$ cat src/rtl/reg_demux.sv
// Registered 1-to-2 demultiplexer: one ready/valid input steered by sel into two
// independent 2-entry FIFOs, so a stalled consumer never blocks the other output.

module reg_demux_fifo2 #(
   parameter int WIDTH = 32
) (
   input  logic             clk,
   input  logic             reset,
   input  logic             i_push,
   input  logic             i_pop,
   input  logic [WIDTH-1:0] i_wdata,
   output logic [1:0]       o_count,
   output logic [WIDTH-1:0] o_head
);
   logic [WIDTH-1:0] r_mem [2];
   logic             r_wptr;
   logic             r_rptr;
   logic [1:0]       r_count;

   always_ff @(posedge clk) begin
      if (reset) begin
         r_mem[0] <= '0;
         r_mem[1] <= '0;
         r_wptr   <= 1'b0;
         r_rptr   <= 1'b0;
         r_count  <= 2'd0;
      end else begin
         if (i_push) begin
            r_mem[r_wptr] <= i_wdata;
            r_wptr        <= ~r_wptr;
         end
         if (i_pop)
            r_rptr <= ~r_rptr;
         // push+pop together leaves the count unchanged
         case ({i_push, i_pop})
            2'b10:   r_count <= r_count + 2'd1;
            2'b01:   r_count <= r_count - 2'd1;
            default: r_count <= r_count;
         endcase
      end
   end

   assign o_count = r_count;
   assign o_head  = r_mem[r_rptr];
endmodule

module reg_demux #(
   parameter int WIDTH = 32
) (
   input  logic             clk,
   input  logic             reset,
   input  logic             in_valid,
   output logic             in_ready,
   input  logic             sel,
   input  logic [WIDTH-1:0] in,
   output logic             out0_valid,
   input  logic             out0_ready,
   output logic [WIDTH-1:0] out0,
   output logic             out1_valid,
   input  logic             out1_ready,
   output logic [WIDTH-1:0] out1
);
   localparam int NUM_LANES = 2;

   logic [NUM_LANES-1:0][1:0]       w_count;
   logic [NUM_LANES-1:0][WIDTH-1:0] w_head;
   logic [NUM_LANES-1:0]            w_valid;
   logic [NUM_LANES-1:0]            w_ready;
   logic [NUM_LANES-1:0]            w_lane_sel;
   logic [NUM_LANES-1:0]            w_push;
   logic [NUM_LANES-1:0]            w_pop;
   logic                            w_accept;

   // lane 0 is out0, chosen by sel=1 (same polarity as Mux)
   assign w_lane_sel = {~sel, sel};
   assign w_ready    = {out1_ready, out0_ready};
   assign in_ready   = sel ? (w_count[0] != 2'd2) : (w_count[1] != 2'd2);
   assign w_accept   = in_valid & in_ready;

   for (genvar g = 0; g < NUM_LANES; g++) begin : g_lane
      assign w_valid[g] = (w_count[g] != 2'd0);
      assign w_push[g]  = w_accept & w_lane_sel[g];
      assign w_pop[g]   = w_valid[g] & w_ready[g];

      reg_demux_fifo2 #(.WIDTH(WIDTH)) u_fifo (
         .clk     (clk),
         .reset   (reset),
         .i_push  (w_push[g]),
         .i_pop   (w_pop[g]),
         .i_wdata (in),
         .o_count (w_count[g]),
         .o_head  (w_head[g])
      );
   end

   assign out0_valid = w_valid[0];
   assign out1_valid = w_valid[1];
   assign out0       = w_head[0];
   assign out1       = w_head[1];
endmodule

$ cat config.mk
export PLATFORM = sky130hd
export DESIGN_NAME = reg_demux
export DESIGN_NICKNAME = d
export VERILOG_FILES = /design/src/rtl/reg_demux.sv
export SDC_FILE = /design/constraint.sdc
export NUM_CORES = 1
export LEC_CHECK = 0
export ABC_AREA = 0
export CAP_MARGIN = 20
export CELL_PAD_IN_SITES_DETAIL_PLACEMENT = 1
export CELL_PAD_IN_SITES_GLOBAL_PLACEMENT = 2
export CORE_MARGIN = 10
export CORE_UTILIZATION = 39
export DETAILED_ROUTE_END_ITERATION = 6
export DONT_BUFFER_PORTS = 1
export MAX_ROUTING_LAYER = met4
export PLACE_DENSITY_LB_ADDON = 0.1
export SLEW_MARGIN = 30
export SYNTH_ARGS = -nofsm -noshare
export SYNTH_HDL_FRONTEND = slang
export SYNTH_SLANG_ARGS = --single-unit
$ cat constraint.sdc
create_clock -name clk -period 3 [get_ports clk]
set_input_delay 0.3 -clock clk [delete_from_list [all_inputs] [get_ports clk]]
set_output_delay 0.3 -clock clk [all_outputs]
set_load 0.01 [all_outputs]
After elaboration in Yosys (flattened, before gate mapping)
Memories as Yosys holds them, arrays and structs flattened. A register that Yosys moved wholly into a read port is not among the register bits.
Index checks and enable logic that the tools add are counted.
{"block": "totals", "word_cells": 55, "latchBits": 0, "mem_bits_rw": 128, "out_inout_bits": 67, "romBits": 0, "register_bits": 8, "mem_count": 2, "inputBits": 38}
{"block": "classes", "add_sub_neg": 4, "mul": 0, "reduce_logical": 6, "mux": 21, "div_mod_pow": 0, "n_eq_ne": 6, "n_shift": 0, "bitwise": 10, "n_lt_le_gt_ge": 0}
{"memory": "g_lane[0].u_fifo.r_mem", "depth": 2, "word_bits": 32, "read_ports": 1, "rd_ports_with_merged_regs": 1, "write_ports": 2, "line": "15", "text": "logic [WIDTH-1:0] r_mem [2];"}
{"memory": "g_lane[1].u_fifo.r_mem", "depth": 2, "word_bits": 32, "read_ports": 1, "rd_ports_with_merged_regs": 1, "write_ports": 2, "line": "15"}
{"op": "$mux 32", "n": 2}
{"op": "$reduce_or 32->1", "n": 2}
{"op": "$mux 1", "n": 17}
{"op": "$pmux 2 s2", "n": 2}
{"op": "$reduce_bool 2->1", "n": 4}
{"op": "$and 1x1->1", "n": 5}
{"op": "$not 1->1", "n": 5}
{"op": "$add 2x1->2 const B", "n": 2}
{"op": "$eq 2x1->1 const B", "n": 2}
{"op": "$eq 2x2->1 const B", "n": 2}
{"op": "$ne 2x2->1 const B", "n": 2}
{"op": "$sub 2x1->2 const B", "n": 2}

Longest topological paths before layout
Gate-level depths: netlist of run 1.
{"block": "logic_depth", "word_depth": 9, "depth_mapped": 7, "depth_no_buf": 6}

Hierarchy
Synthesis of run 1 repeated with hierarchy kept, for this count alone.
{"block": "unflattened", "hier_cells": 469, "hier_area_um2": 6070.8}
{"mod": "reg_demux_fifo2", "seq_area_each_um2": 2021.9, "n_inst": 2, "cells_per_inst": 229, "area_per_inst_um2": 3000.4}
{"mod": "reg_demux", "seq_area_each_um2": 0.0, "n_inst": 1, "cells_per_inst": 11, "area_per_inst_um2": 70.1}

Worst setup path before layout of run 1
No wires, ideal clock.
{"block": "synth_timing", "path_type": "input to register", "from": "input port sel", "to": "memory g_lane[1].u_fifo.r_mem[0][0], enable pin", "t_required_ns": 2.572, "n_path_buf": 1, "cell_stages": 4, "arrival_ns": 2.244, "setup_ns": 0.428, "path_slack_ns": 0.328, "path_cell_list": "buf_2 nor2b_1 nand2_1 o21bai_1"}
{"item": "start: declaration", "line": "54", "text": "input logic sel,"}
{"item": "end: declaration", "line": "15"}

==> out/qor.txt, run 1 <==
outcome -> finished, final reports clean
library cells used by synthesis -> 31
clk slew on worst S/H paths -> 0.05 ns
final RePlAce weighted congestion -> 0.716
post-route ant nets -> 0
fraction of layout instances using a drive strength above 1 -> 0.249
Clk pwr share -> 0.366
clk sink count -> 138
Worst path slowest cell -> dfxtp_2
Leakage -> 0.00254 uW
initial drt markers -> 76
# fillers -> 1484
Vias -> 3052
core area -> 15200 sq um
H-Tree Depth -> 4
Setup Buffers After CTS -> 0
Arr. time, crit path -> 1.80 ns
YS warnings -> 0
combinational power share -> 0.162
Buffers on Ports -> 0
Crit path max-delay family -> flip-flops
clock buffer depth -> 2
crit-path max FO -> 32
minimum clock period -> 2.10 ns
Post-Syn Instances -> 397
period utilization -> 0.699
CTS Hold Bufs -> 1
die area -> 20900 sq um
CP Capture Type -> output pin
CP Class -> flop to output pin
maxcap violations -> 0
final std cell area, no fill -> 6810 sq um
clock latency on the worst-skew pair -> 0.42 ns
post-route setup TNS -> 0 ns
CTS Buf Count -> 17
path depth of the worst reg2reg path -> 4
# IOs -> 105
Final Max Slew Viols -> 0
Tot GR Track Use -> 0.135
post-route DRC violation count -> 0
Final Hold Viols -> 0
switching power total -> 1400 uW
initial antenna violation count -> 0
Clock Skew -> 0.00637 ns
number of synthesized register bits -> 138
crit-path max cell delay -> 0.88 ns
Avg Inst Size Synth -> 15.2 sq um
CTS tree -> built
RSZ-0062 raised after global routing -> false
Worst Setup EP -> out1[31]
Post-synth EDFFs -> 128
Synth Flop Type -> edfxtp_1
Die H -> 144 um
CP cell instances -> mux2_2
area grow syn2layout -> 12.7%
Final setup viols -> 0
DR pass1 iterations -> 4
worst path bufs/invs -> 0
Hold WC Path Type -> input pin to flop
Vias/cell -> 5.07
HPWL Detailed -> 8550 um
Sw Ratio -> 0.262
CP Depth -> 1
nets@finish -> 441
Worst R2R Setup Slack -> 0.96 ns
worst vdd ir -> 0.419 mV
starting density of the core -> 0.397
Power Dens Cells -> 785 nW/um^2
Inserted Diodes -> 0
Worst Setup Start Kind -> flop
Rows -> 45
post-cts resize count -> 0
critical path data required time -> 2.70 ns
largest net degree at the start of global routing -> 33
Cell Area, Placed -> 6240 sq um
Max Fclk -> 477 MHz
P_int -> 3950 uW
Reg2Reg Launch Point -> g_lane[0].u_fifo.o_count[0]$_SDFFE_PP0P_
Synth Net Count -> 437
Synth async-reset ratio -> 0
Seq pwr share -> 0.472
first-pass GRT wire length -> 19900 um
Die Wd -> 144 um
WL/cell -> 21.9 um
Seq/Total Area, Yosys -> 0.669
drt total wl -> 13200 um
Power, Total -> 5350 uW
grt ovf -> 0
CTS root buffer -> clkbuf_16
Slew @ Worst Pin -> 0.909 ns
Post-Syn Area -> 6040 sq um
vias in the first global route -> 3305
RR Endpoint -> g_lane[0].u_fifo.r_mem[0][18]$_SDFFCE_PN0P_
Relative slew margins -> 0.392
power groups by stage:
stage / Clock (uW) / Combinational (uW) / Sequential (uW)
after floorplan: 0 / 817 / 2410
after global placement: 0 / 886 / 2560
after detailed placement: 0 / 898 / 2580
after CTS: 2000 / 905 / 2540
after global routing: 2090 / 954 / 2560
final: 1960 / 868 / 2520
flip-flops by register name (all words and copies together), names as in the netlist, named ones only:
| name | cells |
|---|---|
| g_lane.u_fifo.r_rptr | 2 |
| g_lane.u_fifo.o_count | 4 |
| g_lane.u_fifo.r_wptr | 2 |
| g_lane.u_fifo.r_mem | 128 |
cells by family after synthesis:
family                   Yosys count  share of synthesized area
flip-flops                       138                      0.669
AO/OA/AOI/OAI                     12                     0.0139
AND/OR/NAND/NOR                  152                      0.165
adder cells (fa/ha/maj)            2                    0.00414
XOR/XNOR                           6                    0.00870
buffers and inverters             22                     0.0176
multiplexers                      65                      0.121
synth_stat cells, types with 2 or more instances:
cell,number,share of area
nor2b_1,4,0.0041
mux2_1,4,0.0075
mux2_2,60,0.11
edfxtp_1,128,0.64
o21a_1,2,0.0025
dfxtp_1,10,0.033
o21bai_1,2,0.0025
or2_2,2,0.0021
xor2_1,2,0.0029
clkbuf_2,6,0.0050
nor4b_4,2,0.0079
and2_1,128,0.13
buf_2,13,0.011
ha_1,2,0.0041
a21o_1,2,0.0025
a21oi_1,2,0.0017
clkbuf_1,3,0.0019
nor2_1,6,0.0037
xnor2_1,4,0.0058
nand2b_1,2,0.0021
or3_1,2,0.0021
o21ai_0,2,0.0017
worst register-to-register path, stage by stage (launching register included):
cell	delay, ns
dfxtp_1	0.43
nor2b_1	0.13
nor4b_4	0.81
buf_4	0.37
and2_1	0.17
layer usage:
| metal | part of all wire | up-vias | routed length, um | GRT usage |
|---|---|---|---|---|
| met2 | 0.50 | 80 | 6650 | 0.220 |
| li1 | - | 1423 | - | - |
| met3 | 0.090 | 16 | 1190 | 0.0640 |
| met5 | 0 | - | 0 | - |
| met1 | 0.39 | 1533 | 5150 | 0.138 |
| met4 | 0.015 | 0 | 204 | 0.0559 |
layout by cell type, fill, tap and decap left out, types with 4 or more instances in the layout:
cell type,n
mux2_2,60
mux2_1,4
nor2_1,6
xnor2_1,4
and2_1,128
clkbuf_16,17
clkbuf_8,4
edfxtp_1,128
buf_4,6
clkbuf_1,9
nor2b_1,4
dfxtp_1,8
cell type report:
cell class                 count  area [sq um]  share of cell area
tap                          188           235              0.0345
timing repair buffer           7          55.1             0.00809
clock inverter                 2          35.0             0.00515
sequential                   138          4050               0.594
multi-input combinational    237          1920               0.282
clock buffer                  30           514              0.0755
worst min-delay path by stage:
stage                     cells after the start                                          end                                  from  slack [ns]
after global placement                        1                                         flop                                 reset        0.37
after detailed placement                      1                                         flop                                 reset        0.37
final                                         1  g_lane[0].u_fifo.r_mem[1][29]$_SDFFCE_PN0P_                                in[29]        0.08
after floorplan                               2                                         flop  g_lane[0].u_fifo.r_rptr$_SDFFE_PP0P_        0.48
after CTS                                     1   g_lane[0].u_fifo.r_mem[1][9]$_SDFFCE_PN0P_                                 in[9]        0.06
after global routing                          1  g_lane[0].u_fifo.r_mem[1][29]$_SDFFCE_PN0P_                                in[29]        0.05
stage by stage:
stage | worst slack [ns] | utilization | std cells | hold WS (ns)
after floorplan | 0.328 | - | 397 | 0.481
after global placement | 0.950 | 0.411 | 569 | 0.369
after detailed placement | 0.881 | 0.411 | 569 | 0.370
after CTS | 0.825 | 0.447 | 602 | 0.0563
after global routing | 0.772 | 0.448 | 602 | 0.0544
final | 0.902 | 0.448 | 602 | 0.0767
No activity file was read; power rests on OpenSTA's default activity.
==> inputs of run 2 (changes only) <==
==> constraint.sdc (replaced) <==
create_clock -name clk -period 2 [get_ports clk]
set_input_delay 0.2 -clock clk [delete_from_list [all_inputs] [get_ports clk]]
set_output_delay 0.2 -clock clk [all_outputs]
set_load 0.01 [all_outputs]
==> out/qor.txt, run 2 (synthesis gave the netlist of run 1 again) <==
outcome -> finished, final reports clean (unchanged)
period utilization -> 0.907
Die H -> 144 um (unchanged)
Reg2Reg Launch Point -> g_lane[1].u_fifo.o_count[1]$_SDFFE_PP0P_ (was g_lane[0].u_fifo.o_count[0]$_SDFFE_PP0P_)
Vias -> 3231 (was 3052)
largest net degree at the start of global routing -> 33 (unchanged)
register area -> 4050 sq um (unchanged)
worst hold path depth -> 2 (was 1)
Worst Setup Start Kind -> flop (unchanged)
post-cts resize count -> 0 (unchanged)
DR pass1 iterations -> 4 (unchanged)
HPWL Detailed -> 9130 um (was 8550 um)
clock latency on the worst-skew pair -> 0.41 ns (was 0.42 ns)
final RePlAce weighted congestion -> 0.691 (was 0.716)
CP cell instances -> buf_4, mux2_2 (was mux2_2)
Hold Path Origin -> reset (was in[29])
dpl cells -> 580 (was 569)
Largest Register -> g_lane.u_fifo.r_mem (unchanged)
Crit path max-delay family -> flip-flops (unchanged)
vias in the first global route -> 3650 (was 3305)
maxcap violations -> 0 (unchanged)
CP Class -> flop to output pin (unchanged)
path depth of the worst reg2reg path -> 4 (unchanged)
post-route ant nets -> 0 (unchanged)
Final Core Density -> 0.480 (was 0.448)
CTS root buffer -> clkbuf_16 (unchanged)
clk sink count -> 138 (unchanged)
drt total wl -> 14200 um (was 13200 um)
CTS tree -> built (unchanged)
initial drt markers -> 169 (was 76)
Relative slew margins -> 0.653 (was 0.392)
CTS Buf Count -> 17 (unchanged)
Hold Path End -> g_lane[1].u_fifo.r_wptr$_SDFFE_PP0P_ (was g_lane[0].u_fifo.r_mem[1][29]$_SDFFCE_PN0P_)
max reg flops -> 128 (unchanged)
multi-input logic area -> 1910 sq um (was 1920 sq um)
nets@finish -> 486 (was 441)
Vias/cell -> 4.99 (was 5.07)
post-route DRC violation count -> 0 (unchanged)
clock buffer depth -> 2 (unchanged)
clk slew on worst S/H paths -> 0.05 ns (about the same)
initial antenna violation count -> 1 (was 0)
first-pass GRT wire length -> 21800 um (was 19900 um)
Tot GR Track Use -> 0.147 (was 0.135)
Clock Skew -> 0.00462 ns (was 0.00637 ns)
most frequent cells in the layout -> and2_1 (128), edfxtp_1 (128), mux2_2 (60), dlygate4sd3_1 (33), clkbuf_16 (17) (was and2_1 (128), edfxtp_1 (128), mux2_2 (60), clkbuf_16 (17), clkbuf_1 (9))
WL/cell -> 21.9 um (about the same)
H-Tree Depth -> 4 (unchanged)
crit-path max cell delay -> 0.53 ns (was 0.88 ns)
Slew @ Worst Pin -> 0.519 ns (was 0.909 ns)
die area -> 20900 sq um (unchanged)
worst path bufs/invs -> 1 (was 0)
area grow syn2layout -> 20.8% (was 12.7%)
Worst R2R Setup Slack -> 0.24 ns (was 0.96 ns)
Final Hold Viols -> 0 (unchanged)
# IOs -> 105 (unchanged)
Worst path slowest cell -> dfxtp_2 (unchanged)
Rows -> 45 (unchanged)
Hold WC Path Type -> input pin to flop (unchanged)
CP Capture Type -> output pin (unchanged)
Buffers on Ports -> 0 (unchanged)
Power Dens Cells -> 1160 nW/um^2 (was 785 nW/um^2)
worst vdd ir -> 0.731 mV (was 0.419 mV)
RR Endpoint -> g_lane[1].u_fifo.r_mem[1][31]$_SDFFCE_PN0P_ (was g_lane[0].u_fifo.r_mem[0][18]$_SDFFCE_PN0P_)
crit-path max FO -> 10 (was 32)
fraction of layout instances using a drive strength above 1 -> 0.253 (was 0.249)
Power, Total -> 8460 uW (was 5350 uW)
Leakage -> 0.00277 uW (was 0.00254 uW)
critical path data required time -> 1.80 ns (was 2.70 ns)
Non-Filler Instances -> 648 (was 602)
Max Fclk -> 551 MHz
starting density of the core -> 0.397 (unchanged)
Arr. time, crit path -> 1.61 ns (was 1.80 ns)
Final setup viols -> 0 (unchanged)
Final Max Slew Viols -> 0 (unchanged)
Die Wd -> 144 um (unchanged)
core area -> 15200 sq um (unchanged)
minimum clock period -> 1.81 ns
Hold WS -> 0.0209 ns (was 0.0767 ns)
post-route setup TNS -> 0 ns (unchanged)
grt ovf -> 0 (unchanged)
RSZ-0062 raised after global routing -> false (unchanged)
# fillers -> 1503 (was 1484)
-- run 2: cell count changes in the layout (fill, tap and decap cells not counted), sizes merged --
cell / change
dlygate4sd3: +32
buf: +13
clkbuf: -10
clkinv: +7
bufinv: +3
diode: +1
-- run 2: area by class of cell --
type                            count  share of cell area
Clock inverter                     12              0.0211
Sequential cell                   138               0.554
Tap cell                          188              0.0322
Multi-Input combinational cell    237               0.262
Clock buffer                       20              0.0598
Antenna cell                        1            0.000343
Timing Repair Buffer               52              0.0699
-- run 2: per-stage QoR --
step / area (sq um) / setup WS (ns)
after floorplan: 6050 / 0.0480
after global placement: 6360 / 0.109
after detailed placement: 6360 / 0.0100
after CTS: 7290 / 0.0826
after global routing: 7300 / 0.0228
final: 7300 / 0.185
-- run 2: worst max-delay path by stage --
stage	end	slack, ns	cells past startpoint
final	out0[19]	0.19	2
after global placement	g_lane[1].u_fifo.r_mem[0][13]$_SDFFCE_PN0P_	0.11	4
after CTS	g_lane[0].u_fifo.r_mem[0][16]$_SDFFCE_PN0P_	0.08	4
after floorplan	g_lane[0].u_fifo.r_mem[0][0]$_SDFFCE_PN0P_	0.05	3
after global routing	g_lane[1].u_fifo.r_mem[1][22]$_SDFFCE_PN0P_	0.02	4
after detailed placement	g_lane[1].u_fifo.r_mem[0][2]$_SDFFCE_PN0P_	0.01	4
-- run 2: routing by layer --
metal / vias to the layer above / global-route usage / routed length, um
met3: 18 / 0.0600 / 993
met2: 72 / 0.235 / 6980
met4: 0 / 0.0479 / 176
met1: 1626 / 0.166 / 6040
met5: - / - / 0
li1: 1515 / - / -
-- run 2: timing repair --
action	in CTS	in global routing
cloned	0	0
pin swaps	1	1
hold buffers	33	0
hold endpoints to repair	137	0
buffers inserted	1	1
endpoints found under the setup margin	3	25
-- run 2: power breakdown --
| part | internal, uW | switching (uW) |
|---|---|---|
| combinational | 743 | 938 |
| clock | 2050 | 1110 |
| sequential | 3460 | 148 |
